**config.mk**
```make
export PLATFORM = sky130hd
export DESIGN_NAME = mailbox_reader_flat
export DESIGN_NICKNAME = d
export VERILOG_FILES = /design/src/rtl/mailbox_reader_if.sv /design/src/rtl/mailbox_reader.sv /design/src/flat_wrapper.sv
export SDC_FILE = /design/constraint.sdc
export NUM_CORES = 1
export LEC_CHECK = 0
export ABC_AREA = 1
export BUFFER_PORTS_ARGS = -buffer_cell sky130_fd_sc_hd__buf_4
export CAP_MARGIN = 20
export CORE_ASPECT_RATIO = 1.1
export CORE_MARGIN = 4
export CORE_UTILIZATION = 40
export CTS_CLUSTER_SIZE = 12
export DETAILED_ROUTE_END_ITERATION = 8
export PLACE_DENSITY = 0.7
export SKIP_LAST_GASP = 1
export SLEW_MARGIN = 20
export SYNTH_ARGS = -nofsm -noshare
export SYNTH_HDL_FRONTEND = slang
export SYNTH_SLANG_ARGS = --single-unit
```
**constraint.sdc**
```tcl
create_clock -name clk -period 4.4 [get_ports clk]
set_clock_uncertainty 0.1 [all_clocks]
set_input_delay 0.44 -clock clk [delete_from_list [all_inputs] [get_ports clk]]
set_output_delay 0.44 -clock clk [all_outputs]
set_load 0.005 [all_outputs]
```
**src/rtl/mailbox_reader_if.sv**
```systemverilog
// Handshake bundle between the mailbox reader, the mailbox read port and the
// downstream stream consumer.
interface mailbox_reader_if #(
  parameter int WIDTH = 42
);
  logic             rd_valid;
  logic             rd_en;
  logic [WIDTH-1:0] rd_data;
  logic             out_valid;
  logic             out_ready;
  logic [WIDTH-1:0] out_data;

  modport master (
    input  rd_valid,
    input  rd_data,
    input  out_ready,
    output rd_en,
    output out_valid,
    output out_data
  );

  modport slave (
    output rd_valid,
    output rd_data,
    output out_ready,
    input  rd_en,
    input  out_valid,
    input  out_data
  );
endinterface

```
**src/rtl/mailbox_reader.sv**
```systemverilog
// Consumer-domain reader for the single-entry clock-crossing mailbox: pops one
// word per handshake into a small local queue that feeds a valid/ready stream.
module mailbox_reader #(
  parameter int WIDTH       = 42,
  parameter int DEPTH       = 4,
  parameter int SYNC_STAGES = 2,
  parameter int CNT_W       = 16
) (
  input  logic                     clk,
  input  logic                     rst_n,
  mailbox_reader_if.master         mb,
  output logic [$clog2(DEPTH):0]   level,
  output logic [CNT_W-1:0]         words_rx
);

  localparam int PTR_W  = $clog2(DEPTH);
  localparam int LVL_W  = PTR_W + 1;
  localparam int HOLD_W = $clog2(SYNC_STAGES + 1);

  typedef enum logic [1:0] {
    S_IDLE = 2'd0,
    S_POP  = 2'd1,
    S_CAPT = 2'd2,
    S_HOLD = 2'd3
  } state_t;

  state_t              state_q;
  logic                rd_en_q;
  logic [HOLD_W-1:0]   hold_q;
  logic [SYNC_STAGES-1:0] sync_q;
  logic                vsync_s;

  logic [WIDTH-1:0]    mem_q [DEPTH];
  logic [PTR_W-1:0]    wr_ptr_q, wr_ptr_d;
  logic [PTR_W-1:0]    rd_ptr_q, rd_ptr_d;
  logic [LVL_W-1:0]    level_q, level_d;
  logic [CNT_W-1:0]    words_q, words_d;
  logic                out_valid_q;
  logic                push_s;
  logic                pop_s;

  always_ff @(posedge clk or negedge rst_n) begin
    if (!rst_n) begin
      sync_q <= '0;
    end else begin
      sync_q <= {sync_q[SYNC_STAGES-2:0], mb.rd_valid};
    end
  end

  assign vsync_s = sync_q[SYNC_STAGES-1];

  // HOLD outlasts the synchroniser so the pre-pop vsync is never re-used.
  always_ff @(posedge clk or negedge rst_n) begin
    if (!rst_n) begin
      state_q <= S_IDLE;
      rd_en_q <= 1'b0;
      hold_q  <= '0;
    end else begin
      case (state_q)
        S_IDLE: begin
          if (vsync_s && (level_q < LVL_W'(DEPTH))) begin
            state_q <= S_POP;
            rd_en_q <= 1'b1;
          end else begin
            state_q <= S_IDLE;
            rd_en_q <= 1'b0;
          end
        end
        S_POP: begin
          state_q <= S_CAPT;
          rd_en_q <= 1'b0;
        end
        S_CAPT: begin
          state_q <= S_HOLD;
          rd_en_q <= 1'b0;
          hold_q  <= HOLD_W'(SYNC_STAGES);
        end
        S_HOLD: begin
          rd_en_q <= 1'b0;
          if (hold_q <= HOLD_W'(1)) begin
            state_q <= S_IDLE;
            hold_q  <= '0;
          end else begin
            state_q <= S_HOLD;
            hold_q  <= hold_q - HOLD_W'(1);
          end
        end
        default: begin
          state_q <= S_IDLE;
          rd_en_q <= 1'b0;
          hold_q  <= '0;
        end
      endcase
    end
  end

  assign push_s = (state_q == S_CAPT);
  assign pop_s  = out_valid_q && mb.out_ready;

  always_comb begin
    wr_ptr_d = wr_ptr_q;
    rd_ptr_d = rd_ptr_q;
    words_d  = words_q;
    level_d  = level_q;
    if (push_s) begin
      wr_ptr_d = wr_ptr_q + PTR_W'(1);
      words_d  = words_q + CNT_W'(1);
    end else begin
      wr_ptr_d = wr_ptr_q;
      words_d  = words_q;
    end
    if (pop_s) begin
      rd_ptr_d = rd_ptr_q + PTR_W'(1);
    end else begin
      rd_ptr_d = rd_ptr_q;
    end
    case ({push_s, pop_s})
      2'b10:   level_d = level_q + LVL_W'(1);
      2'b01:   level_d = level_q - LVL_W'(1);
      default: level_d = level_q;
    endcase
  end

  always_ff @(posedge clk or negedge rst_n) begin
    if (!rst_n) begin
      wr_ptr_q    <= '0;
      rd_ptr_q    <= '0;
      level_q     <= '0;
      words_q     <= '0;
      out_valid_q <= 1'b0;
    end else begin
      wr_ptr_q    <= wr_ptr_d;
      rd_ptr_q    <= rd_ptr_d;
      level_q     <= level_d;
      words_q     <= words_d;
      out_valid_q <= (level_d != '0);
    end
  end

  always_ff @(posedge clk or negedge rst_n) begin
    if (!rst_n) begin
      for (int i = 0; i < DEPTH; i++) begin
        mem_q[i] <= '0;
      end
    end else begin
      if (push_s) begin
        mem_q[wr_ptr_q] <= mb.rd_data;
      end
    end
  end

  assign mb.rd_en     = rd_en_q;
  assign mb.out_valid = out_valid_q;
  assign mb.out_data  = mem_q[rd_ptr_q];
  assign level        = level_q;
  assign words_rx     = words_q;

endmodule

```
**src/flat_wrapper.sv**
```systemverilog
// flat-port wrapper written by rule: the top's interface ports become plain ports
module mailbox_reader_flat 
#(
  parameter int WIDTH       = 42,
  parameter int DEPTH       = 4,
  parameter int SYNC_STAGES = 2,
  parameter int CNT_W       = 16
)
  (clk, rst_n, level, words_rx, mb_rd_valid, mb_rd_data, mb_out_ready, mb_rd_en, mb_out_valid, mb_out_data);
  mailbox_reader_if #(.WIDTH(WIDTH)) mb_i ();
  input  logic clk;
  input  logic rst_n;
  output logic [$clog2(DEPTH):0] level;
  output logic [CNT_W-1:0] words_rx;
  input wire logic [$bits(mb_i.rd_valid)-1:0] mb_rd_valid;
  input wire logic [$bits(mb_i.rd_data)-1:0] mb_rd_data;
  input wire logic [$bits(mb_i.out_ready)-1:0] mb_out_ready;
  output wire logic [$bits(mb_i.rd_en)-1:0] mb_rd_en;
  output wire logic [$bits(mb_i.out_valid)-1:0] mb_out_valid;
  output wire logic [$bits(mb_i.out_data)-1:0] mb_out_data;
  assign mb_i.rd_valid = mb_rd_valid;
  assign mb_i.rd_data = mb_rd_data;
  assign mb_i.out_ready = mb_out_ready;
  assign mb_rd_en = mb_i.rd_en;
  assign mb_out_valid = mb_i.out_valid;
  assign mb_out_data = mb_i.out_data;
  mailbox_reader #(.WIDTH(WIDTH), .DEPTH(DEPTH), .SYNC_STAGES(SYNC_STAGES), .CNT_W(CNT_W)) u_core (.clk(clk), .rst_n(rst_n), .mb(mb_i), .level(level), .words_rx(words_rx));
endmodule
```
==> results.py <==
metrics = {
    "drt": {
        "dr.pass1.iters": 5,
        "wl_mm": 20.02,
        "drc": 0,
        "drtIter0Drc": 431,
        "ant_nets": 0,
        "vias": 6693,
        "vias_per_cell": 4.991,
        "avgRoutedWirePerCell_um": 14.93,
    },
    "setup_path": {
        "required_ps": 3860,
        "crit_path_end_kind": "primary output",
        "path_buf_inv": 3,
        "critPathMaxFanout": 60,
        "worstPathCellList": "inv_2 > buf_4 > o21ai_0 > o22ai_1 > buf_4",
        "worst_path_largest_cell_delay_ps": 710,
        "slowest_stage": "inv_2",
        "path_depth": 5,
        "crit_arrival_ps": 2440,
        "reg2reg_depth": 8,
        "path_class": "flop to primary output",
        "critPathLaunchType": "flop",
        "cp_common_cell": "buf_4",
        "cp_top_family": "buffers and inverters",
    },
    "synth": {
        "synth_ff_type": "dfrtp_1",
        "ys_seq_elements": 199,
        "ys_async_sr_fraction_pct": 100.0,
        "synth_cells": 967,
        "synth_top_area_share_pct": 56.22,
        "synth.distinct_cells": 25,
        "syn_nets": 1020,
        "avgSynthCellArea_um2": 9.160,
        "yosys.area.top_type": "dfrtp_1",
        "synth.area.top_cells": "dfrtp_1 56%, nand2_1 8.6%, o21ai_0 8.5%",
        "yosys_warnings": 0,
        "syn_area_um2": 8857,
        "seq_area_frac_synth_pct": 56.22,
        "synth_edf_count": 0,
    },
    "clock_tree": {
        "clk_latency_ps": 430,
        "clk_pin_slew_ps": 70,
        "cts_resized": 0,
        "clock_path_buffers": 2,
        "cts-root-buf": "clkbuf_16",
        "cts_tree": "done",
        "numCtsBuffers": 17,
        "cts.htree.levels": 4,
        "cts_hold_buffers": 1,
        "postCtsSetupBuffers": 0,
        "clock_sinks": 199,
    },
    "placed_design": {
        "pre_cts_slack_ps": 1881,
        "dpl_cell_area_um2": 9642,
        "port_buffers": 108,
        "gp_congestion": 0.7365,
        "dp_hpwl_mm": 11.69,
    },
    "global_routing": {
        "gr-total-overflow": 0,
        "grt_usage_pct": 16.89,
        "grt_pass1_vias": 6550,
        "grt_pass1_wl_mm": 33.23,
        "grt_antenna_before_repair": 0,
        "grt_max_degree": 115,
    },
    "run": {
        "cap_violations": 0,
    },
    "layout": {
        "drive_above_1_share_pct": 17.79,
        "fin_nets": 1091,
        "synthToLayoutAreaGrowth_pct": 16.20,
        "final_cell_mix": "203 x nand2_1, 198 x dfrtp_1, 151 x o21ai_0",
        "design_area_um2": 10290,
        "final_common_cell": "nand2_1",
        "num_antenna_cells": 0,
        "final_core_util_pct": 47.69,
    },
    "floorplanning": {
        "die_area_um2": 24590,
        "core-area_um2": 21580,
        "die_h_um": 164.1,
        "num_io_pins": 109,
        "rows": 56,
        "die_w_um": 149.9,
        "start_util_pct": 41.04,
    },
    "sta": {
        "relSlewSlack_pct": 34.25,
        "fin_ws_ps": 1423,
        "fin_crit_sh_pct": 67.67,
        "finalCriticalPeriod_ps": 2977,
        "fin_tns_setup_ps": 0,
        "setup_violations": 0,
        "holdWs_ps": 14.51,
        "drv_slew": 0,
        "rsz0062_at_grt": "false",
        "hold_viol": 0,
        "tightest_slew_ps": 984.8,
        "clock.fmax_mhz": 335.9,
    },
    "worst_hold_path": {
        "hold_path.class": "primary input to asynchronous set/reset pin",
    },
    "status": {
        "status": "complete, no violations",
    },
    "power_and_ir_drop": {
        "ir_worst_vdd_mv": 0.4802,
        "powerDensity_nw_per_um2": 794.4,
        "power.leakage_nw": 4.977,
    },
}
[registers in the layout, summed over array words and instances (netlist names), 2 cells and up]
name             flops
u_core.wr_ptr_q      2
u_core.rd_ptr_q      2
u_core.level         3
u_core.hold_q        2
u_core.state_q       2
u_core.words_rx     16
u_core.mem_q       168
u_core.sync_q        2
[path summary, 6_finish.rpt]
check | endpoint | startpoint | slack, ps
min reg2reg | u_core.sync_q[1] | u_core.sync_q[0] | 250
max in group asynchronous | u_core.mem_q[56] | rst_n | 3170
max reg2reg | u_core.mb.out_valid | u_core.state_q[1] | 2190
min in group clk | u_core.mem_q[49] | mb_rd_data[7] | 200
min | u_core.words_rx[7] | rst_n | 10
max | mb_out_data[25] | u_core.rd_ptr_q[0] | 1420
[cells by family (layout without fill, tap and decap cells)]
logic type               count (synthesis)  in the layout  share of synthesized area [%]
AND/OR/NAND/NOR                        326            326                          14.79
XOR/XNOR                                15             15                          1.483
flip-flops                             199            199                          56.22
AO/OA/AOI/OAI                          299            299                          18.80
buffers and inverters                  120            204                          7.501
multiplexers                             1              1                         0.1271
adder cells (fa/ha/maj)                  7              7                          1.074
[metrics by stage]
stage	std cells	power (mW)
after global routing	1341	8.870
after floorplan	967	5.360
after CTS	1341	8.254
after detailed placement	1308	6.543
after global placement	1308	6.443
final	1341	8.176
[synth_stat cells, types with 3 or more instances]
master and n:
nand2_1 203, dfrtp_1 199, o21ai_0 151, nor2_1 102
o21ai_1 75, inv_1 57, o22ai_1 42, clkbuf_1 31
o21ai_2 31, buf_6 28, xor2_1 10, ha_1 6
xnor2_1 5, nand2_4 4, buf_2 3, nand3_1 3
nand3b_1 3, nand4_1 3, nor2_2 3, nor3_1 3
[where the power goes]
group | leakage, nW | switching (mW) | internal, mW
sequential | 2.44 | 0.476 | 2.70
clock | 0.307 | 0.684 | 1.00
combinational | 2.23 | 1.89 | 1.42
[layer usage]
layer,vias to the layer above,part of all wire (%),global-route usage [%]
met2,156,48,27.08
met3,14,7.6,5.877
met5,-,0,0
met4,0,0.90,4.326
li1,3333,-,-
met1,3190,44,22.02
[layout make-up]
cell class,count,area [µm²]
clock buffers,22,474.2
flip-flops and latches,199,4981
clock inverters,10,166.4
inverters,58,217.7
well taps,290,362.8
repair buffers,114,877.1
fillers,2163,11290
multi-input cells,648,3213
Note: power is estimated with default switching activity, not from simulation.
